==> config.mk <==
export PLATFORM = sky130hd
export DESIGN_NAME = key_round_memory_flat
export DESIGN_NICKNAME = d
export VERILOG_FILES = /design/src/rtl/key_round_memory_if.sv /design/src/rtl/key_round_memory.sv /design/src/flat_wrapper.sv
export SDC_FILE = /design/constraint.sdc
export NUM_CORES = 2
export LEC_CHECK = 0
export BUFFER_PORTS_ARGS = -buffer_cell sky130_fd_sc_hd__buf_2
export CORE_UTILIZATION = 45
export DETAILED_ROUTE_END_ITERATION = 8
export PLACE_DENSITY = 0.73
export SYNTH_ARGS = -nofsm -noshare
export SYNTH_HDL_FRONTEND = slang
export SYNTH_SLANG_ARGS = --single-unit
==> constraint.sdc <==
create_clock -name clk -period 9 [get_ports clk]
set_clock_uncertainty 0.1 [all_clocks]
set_input_delay 0.9 -clock clk [delete_from_list [all_inputs] [get_ports clk]]
set_output_delay 0.9 -clock clk [all_outputs]
set_load 0.005 [all_outputs]
==> src/rtl/key_round_memory_if.sv <==
// rtl/key_round_memory_if.sv - subkey write and round-key read handshake bundle
interface key_round_memory_if #(
    parameter int KEY_W = 128
);
    logic             wr_valid;
    logic [3:0]       waddr;
    logic [KEY_W-1:0] subkey;
    logic             rd_req;
    logic [3:0]       raddr;
    logic             rd_ack;
    logic [KEY_W-1:0] rd_data;
    logic             rd_err;

    modport master (
        output wr_valid, waddr, subkey, rd_req, raddr,
        input  rd_ack, rd_data, rd_err
    );

    modport slave (
        input  wr_valid, waddr, subkey, rd_req, raddr,
        output rd_ack, rd_data, rd_err
    );
endinterface

==> src/rtl/key_round_memory.sv <==
// rtl/key_round_memory.sv - round-key store with per-entry valid bits and stalling read port
module key_round_memory #(
    parameter int NUM_ENTRIES = 15,
    parameter int KEY_W       = 128
) (
    input  logic              clk,
    input  logic              reset,
    input  logic              reset_valid_bits,
    input  logic [1:0]        key_len,
    output logic              keys_ready,
    key_round_memory_if.slave bus
);
    typedef enum logic {S_IDLE, S_WAIT} state_t;

    state_t                 state, state_d;
    logic [KEY_W-1:0]       mem [NUM_ENTRIES];
    logic [NUM_ENTRIES-1:0] valid, valid_d, ready_mask;
    logic [3:0]             nr, pend_addr, lookup_addr;
    logic                   wr_hit, fwd, hit, idle_take, range_err;
    logic                   ack_d, err_d, rd_ack_q, rd_err_q;
    logic [KEY_W-1:0]       data_d, rd_data_q;

    always_comb begin
        case (key_len)
            2'b01:   nr = 4'd10;
            2'b10:   nr = 4'd12;
            default: nr = 4'd14;
        endcase
    end

    assign wr_hit    = bus.wr_valid && (int'(bus.waddr) < NUM_ENTRIES);
    assign range_err = (key_len == 2'b00) || (bus.raddr > nr);

    always_comb begin
        ready_mask = '0;
        for (int i = 0; i < NUM_ENTRIES; i++)
            ready_mask[i] = (i <= int'(nr));
    end

    assign keys_ready = (key_len != 2'b00) && (&(valid | ~ready_mask));

    // Clear first, then the same-cycle write lands on the freshly cleared set.
    always_comb begin
        valid_d = valid;
        if (reset_valid_bits)
            valid_d = '0;
        if (wr_hit)
            valid_d[bus.waddr] = 1'b1;
    end

    always_ff @(posedge clk) begin
        if (wr_hit)
            mem[bus.waddr] <= bus.subkey;
    end

    // IDLE looks at the live request address, WAIT at the latched one.
    assign lookup_addr = (state == S_WAIT) ? pend_addr : bus.raddr;
    assign fwd         = wr_hit && (bus.waddr == lookup_addr);
    assign hit         = fwd || valid[lookup_addr];
    assign idle_take   = (state == S_IDLE) && bus.rd_req && !rd_ack_q;

    always_ff @(posedge clk or negedge reset) begin
        if (!reset) begin
            state     <= S_IDLE;
            valid     <= '0;
            pend_addr <= '0;
            rd_ack_q  <= 1'b0;
            rd_err_q  <= 1'b0;
            rd_data_q <= '0;
        end else begin
            state    <= state_d;
            valid    <= valid_d;
            rd_ack_q <= ack_d;
            rd_err_q <= err_d;
            if (idle_take)
                pend_addr <= bus.raddr;
            if (ack_d)
                rd_data_q <= data_d;
        end
    end

    always_comb begin
        state_d = state;
        case (state)
            S_IDLE: if (idle_take && !range_err && !hit) state_d = S_WAIT;
            S_WAIT: if (!bus.rd_req || hit)              state_d = S_IDLE;
            default:                                     state_d = S_IDLE;
        endcase
    end

    always_comb begin
        ack_d  = 1'b0;
        err_d  = 1'b0;
        data_d = fwd ? bus.subkey : mem[lookup_addr];
        case (state)
            S_IDLE: begin
                if (idle_take && range_err) begin
                    ack_d  = 1'b1;
                    err_d  = 1'b1;
                    data_d = '0;
                end else if (idle_take && hit) begin
                    ack_d = 1'b1;
                end
            end
            S_WAIT:  ack_d = bus.rd_req && hit;
            default: ack_d = 1'b0;
        endcase
    end

    assign bus.rd_ack  = rd_ack_q;
    assign bus.rd_err  = rd_err_q;
    assign bus.rd_data = rd_data_q;
endmodule

==> src/flat_wrapper.sv <==
// flat-port wrapper written by rule: the top's interface ports become plain ports
module key_round_memory_flat 
#(
    parameter int NUM_ENTRIES = 15,
    parameter int KEY_W       = 128
)
  (clk, reset, reset_valid_bits, key_len, keys_ready, bus_wr_valid, bus_waddr, bus_subkey, bus_rd_req, bus_raddr, bus_rd_ack, bus_rd_data, bus_rd_err);
  key_round_memory_if #(.KEY_W(KEY_W)) bus_i ();
  input  logic clk;
  input  logic reset;
  input  logic reset_valid_bits;
  input  logic [1:0] key_len;
  output logic keys_ready;
  input wire logic [$bits(bus_i.wr_valid)-1:0] bus_wr_valid;
  input wire logic [$bits(bus_i.waddr)-1:0] bus_waddr;
  input wire logic [$bits(bus_i.subkey)-1:0] bus_subkey;
  input wire logic [$bits(bus_i.rd_req)-1:0] bus_rd_req;
  input wire logic [$bits(bus_i.raddr)-1:0] bus_raddr;
  output wire logic [$bits(bus_i.rd_ack)-1:0] bus_rd_ack;
  output wire logic [$bits(bus_i.rd_data)-1:0] bus_rd_data;
  output wire logic [$bits(bus_i.rd_err)-1:0] bus_rd_err;
  assign bus_i.wr_valid = bus_wr_valid;
  assign bus_i.waddr = bus_waddr;
  assign bus_i.subkey = bus_subkey;
  assign bus_i.rd_req = bus_rd_req;
  assign bus_i.raddr = bus_raddr;
  assign bus_rd_ack = bus_i.rd_ack;
  assign bus_rd_data = bus_i.rd_data;
  assign bus_rd_err = bus_i.rd_err;
  key_round_memory #(.NUM_ENTRIES(NUM_ENTRIES), .KEY_W(KEY_W)) u_core (.clk(clk), .reset(reset), .reset_valid_bits(reset_valid_bits), .key_len(key_len), .keys_ready(keys_ready), .bus(bus_i));
endmodule
Word level (Yosys, flattened, before mapping)
Memory sizes are Yosys's and may differ from the RTL's.
Index checks and enable logic that the tools add are counted.
{"block": "op_classes", "bitwise_logic": 4, "order_cmp": 19, "n_reduce_logical": 21, "eq_ne": 3, "n_mux": 21}
{"cell": "$mux W128", "n": 3}
{"cell": "$mux W15", "n": 2}
{"cell": "$or A15 B15 Y15", "n": 2}
{"cell": "$le A4 B4 Y1 const A", "n": 7}
{"cell": "$le A3 B4 Y1 const A", "n": 4}
{"cell": "$not A15 Y15", "n": 1}
{"cell": "$reduce_and A15 Y1", "n": 1}
{"cell": "$logic_and A1 B1 Y1", "n": 11}
{"cell": "$lt A4 B5 Y1 const B", "n": 2}
{"cell": "$mux W1", "n": 10}
{"cell": "$le A2 B4 Y1 const A", "n": 2}
{"cell": "$pmux W3 S2", "n": 1}
{"cell": "$bmux W1 S4", "n": 1}
{"cell": "$demux W1 S4", "n": 1}
{"cell": "$eq A4 B4 Y1", "n": 1}
{"cell": "$ge A4 B1 Y1 const B", "n": 1}
{"cell": "$gt A4 B4 Y1", "n": 1}
{"cell": "$le A1 B4 Y1 const A", "n": 1}
{"cell": "$logic_not A1 Y1", "n": 4}
{"cell": "$lt A4 B4 Y1 const B", "n": 1}
{"cell": "$mux W4", "n": 1}
{"cell": "$pmux W1 S2", "n": 2}
{"cell": "$logic_or A1 B1 Y1", "n": 3}
{"cell": "$eq A2 B1 Y1 const B", "n": 1}
{"cell": "other kinds (4)", "n": 4}
{"block": "totals", "elab_cells": 75, "memories": 1, "ram_bits": 1920, "inputBits": 143, "register_bits": 150, "out_inout_bits": 131}
{"memory": "u_core.mem", "depth": 15, "width": 128, "read_ports": 1, "rd_clocked_by_memory_dff": 0, "wr": 1, "line_no": "key_round_memory.sv:16", "text": "logic [KEY_W-1:0] mem [NUM_ENTRIES];"}

Depth between registers and ports, before layout
{"block": "logic_depth", "ltp_word": 9, "depth_mapped": 14, "depth_no_buf": 11}

Worst setup path before layout
Ideal clock, no wire load.
{"block": "synth_path", "kind": "input port to flip-flop", "from": "input bus_waddr[1]", "to": "memory u_core.mem[10][0], enable pin", "setup_time_ns": 0.801, "path_buffers": 1, "stages": 3, "arrival_time_ns": 10.733, "required_ns": 8.099, "setup_slack_ns": -2.634, "cell_sequence": "clkbuf_1 > nand3b_1 > nor3b_1"}
{"block": "synth_between", "elab_chain_len": 4}
{"element": "start: declaration", "line_no": "flat_wrapper.sv:15", "text": "input wire logic [$bits(bus_i.waddr)-1:0] bus_waddr;"}
{"element": "$lt A4 B4 Y1", "line_no": "key_round_memory.sv:31", "text": "assign wr_hit = bus.wr_valid && (int'(bus.waddr) < NUM_ENTRIES);"}
{"element": "$logic_and A1 B1 Y1", "line_no": "key_round_memory.sv:31"}
{"element": "$mux W1", "line_no": "key_round_memory.sv:52", "text": "if (wr_hit)"}
{"element": "$mux W1 (not written as such)", "line_no": "key_round_memory.sv:53", "text": "mem[bus.waddr] <= bus.subkey;"}
{"element": "end: declaration", "line_no": "key_round_memory.sv:16"}
Parallel ways exist; a longest one is shown, timed or not.

Worst setup path in the final report
{"block": "layout_path", "from": "register u_core.state", "to": "register u_core.rd_data_q[2], in the netlist u_core.bus.rd_data[2]"}
{"block": "layout_between", "elab_chain_len": 8, "elab_cells_between_ends": 19, "cone_classes": "eq/ne: 1; mux: 9; bitwise: 1; reduce/logical: 7; memory: 1"}
{"element": "start: declaration", "line_no": "key_round_memory.sv:15", "text": "state_t state, state_d;"}
{"element": "start signal: assignment", "line_no": "key_round_memory.sv:71", "text": "state <= state_d;"}
{"element": "$mux W4", "line_no": "key_round_memory.sv:57", "text": "assign lookup_addr = (state == S_WAIT) ? pend_addr : bus.raddr;"}
{"element": "$bmux W1 S4 / $eq A4 B4 Y1 (equally long branches)", "line_no": "key_round_memory.sv:59, key_round_memory.sv:58"}
{"element": "$mux W1 (not written as such) / $logic_and A1 B1 Y1 (equally long branches)", "line_no": "key_round_memory.sv:59, key_round_memory.sv:58"}
{"element": "$logic_or A1 B1 Y1", "line_no": "key_round_memory.sv:59", "text": "assign hit = fwd || valid[lookup_addr];"}
{"element": "$logic_and A1 B1 Y1", "line_no": "key_round_memory.sv:101", "text": "end else if (idle_take && hit) begin"}
{"element": "$mux W1", "line_no": "key_round_memory.sv:101"}
{"element": "$mux W1", "line_no": "key_round_memory.sv:97", "text": "if (idle_take && range_err) begin"}
{"element": "$pmux W1 S2", "line_no": "key_round_memory.sv:95", "text": "case (state)"}
{"element": "end signal: assignment", "line_no": "key_round_memory.sv:78", "text": "rd_data_q <= data_d;"}
{"element": "end: declaration", "line_no": "key_round_memory.sv:21", "text": "logic [KEY_W-1:0] data_d, rd_data_q;"}
Parallel ways exist; a longest one is shown, timed or not. The select of a mux whose other input is x is not followed.
A chain may end at the register's enable or synchronous reset.

==> reports/summary.txt <==
Status: complete, but fails checks
Failing checks: design-rule violations
Final Power: 24.1 mW
Core area: 0.176 mm2
Wl on met1: 79300 um
Crit path arrival time: 5.91 ns
Sequential area share after synthesis: 0.768
Clock sink total: 2070
Worst Slack Setup Final: 3.71 ns
Syn Nets: 5247
Clock Latency Late Sink: 0.84 ns
Setup TNS: 0 ns
Sw power: 7.13 mW
Cell accounting for the most synthesized area: edfxtp_1
Pre-CTS setup slack: 3.43 ns
Cells after Synth: 5099
Clk pwr share: 0.320
Layout Cells excl Fill: 7823
Area share of the largest cell type after synthesis: 0.721
# setup viols final: 0
Post-DRT Antenna Nets: 0
Unrepaired setup endpoints after global routing: false
# H-tree levels: 4
FFs w/ async S/R, synth: 0.0725
Number of cell rows: 154
Max clock buf depth: 3
CP Launch Type: flip-flop
Peak supply drop: 234 uV
DIE HEIGHT: 423 um
Root Buffer: clkbuf_16
Min cycle time layout: 5.29 ns
Ratio of total power to cell area: 268 mW/mm2
Share of cells above drive strength 1: 0.161
Drt initial violations: 6432
Worst-path clk slew: 0.06 ns
Io pins: 274
Net Sw Frac: 0.296
Synth cell count leaders: edfxtp_1 (1920), nand2_1 (1081), clkbuf_1 (280), nand3_1 (236), a21oi_1 (217)
Placed cells: 7449
Placed cell areas: 0.0840 mm2
Final Util: 0.510
Worst rel slew slack: 0.192
P_int: 16.9 mW
Seq pwr share: 0.473
Final RePlAce weighted congestion: 0.786
GRT Util Overall: 0.236
EDFF count, synth: 1920
Max Cap Violations: 0
PostCTS Resize Cnt: 0
Slew Limit Fails: 0
Gr ovfl total: 0
Leakage power: 30.1 nW
Hold WS: 0.237 ns
Met2 WL: 103000 um
Synth warn: 0
Port bufs: 273
CP endpoint kind: flip-flop
Initial Utilization: 0.453
FMAX: 189 MHz
CTS tree: built
Die area: 0.179 mm2
WL met3: 21500 um
DRC: 68
Vias in the first global route: 47900
Synth-to-Final Area Change: 12.6%
Die X: 423 um
Drt total wl: 214000 um
Comb pwr share: 0.207
Worst Hold Class: input pin to flip-flop
Vias per cell: 6.11
Synth cell types: 56
Final instance area: 0.0900 mm2
Critical Path Fanout Max: 103
Worst Path Required: 9.62 ns
Routed len/inst: 27.3 um
Worst-margin pin slew: 1.21 ns
Most common cell in the netlist: edfxtp_1
Ys flop type: edfxtp_1
First-pass GRT wire length: 314000 um
Top cells by area, synth: edfxtp_1 (72%), mux4_2 (5.6%), nand2_1 (5.1%)
Pin count of the biggest net entering global routing: 185
Drt pass-1 iters: 9
Post-synthesis cell area: 0.0799 mm2
Top Metal Used: met5
Initial antenna violation count: 78
CTS Buf Count: 188
Final #Nets: 5448
Tcrit/Tclk final: 0.588
Via Count: 47800
Count of final hold-check violations: 0
Mapped Avg Cell Area: 15.7 um2
Seq cells post-synth: 2070
Setup CP Type: flip-flop to flip-flop
Detailed Place HPWL: 109000 um
flip-flops by register name, indices dropped and copies added, names as in the netlist:
| register | cells |
|---|---|
| u_core.mem | 1920 |
| u_core.bus.rd_err | 1 |
| u_core.valid | 15 |
| u_core.state | 1 |
| u_core.bus.rd_data | 128 |
| u_core.pend_addr | 4 |
| u_core.bus.rd_ack | 1 |
placed cells by master (no fill, tap or decap), drive strengths merged, types with 43 or more instances in the layout:
cell type     n
o22ai        43
a311oi      126
nand2      1081
a21oi       217
edfxtp     1920
buf         353
nor2         92
mux4        197
clkbuf      259
clkinv       70
dfrtp       150
a31oi       118
o21ai       221
nand3       236
nor4         66
repair_timing:
| action | in CTS | in global routing |
|---|---|---|
| endpoints found under the hold margin | 15 | 0 |
| setup buffers | 0 | 0 |
| hold buffers | 1 | 0 |
| endpoints found under the setup margin | 0 | 0 |
logic make-up (layout without fill, tap and decap cells):
family,Yosys count,after routing,share of synthesized area
simple gates,1551,1551,0.0810
mux,250,250,0.0628
fa+ha+maj,5,5,0.000783
buf+inv,356,717,0.0175
other cells,0,23,0
compound gates,864,864,0.0693
flops,2070,2070,0.768
xor+xnor,3,3,0.000329
worst max-delay path, cell delays in order (launching register included):
cell and delay, ns:
dfrtp_1 0.33, buf_4 0.38, mux2_8 0.66, xnor2_1 0.23, nand4_1 0.23, or2_2 0.60, buf_4 0.54, o221a_4 0.28
or2_4 0.53, buf_4 0.61, inv_4 0.26, mux2_2 0.35
worst paths after layout:
check                                       start                 endpoint  slack, ns  cells past startpoint
setup / recovery                     u_core.state    u_core.bus.rd_data[2]       3.71                     11
hold / removal                   reset_valid_bits          u_core.valid[5]       0.24                      2
setup reg to reg                     u_core.state    u_core.bus.rd_data[2]       3.71                     11
hold reg to reg            u_core.bus.rd_data[62]   u_core.bus.rd_data[62]       0.41                      1
max in group asynchronous                   reset  u_core.bus.rd_data[112]       6.78                      3
min in group asynchronous                   reset   u_core.bus.rd_data[93]       0.58                      2
power groups by stage:
stage          combinational, mW  sequential (mW)  clock, mW
3_5_place_dp                4.96             11.6          0
6_report                    4.98             11.4       7.70
3_3_place_gp                4.83             11.6          0
5_1_grt                     5.37             11.4       8.13
4_1_cts                     4.99             11.4       7.76
2_1_floorplan               3.12             11.4          0
metal layers:
metal	GRT usage	vias up
li1	-	20100
met1	0.302	24400
met2	0.378	2695
met3	0.0564	524
met4	0.118	68
met5	0	-
final cells by class:
cell class                 instances  area, um2
fill                           13900      86300
sequential                      2070      61400
multi-input combinational       2673      17500
clock buffer                     258       5130
tap                             2340       2930
timing repair buffer             355       2180
clock inverter                    92        766
antenna                           23       57.6
inverter                          12       47.5
Power figures use the tool's default switching activity.
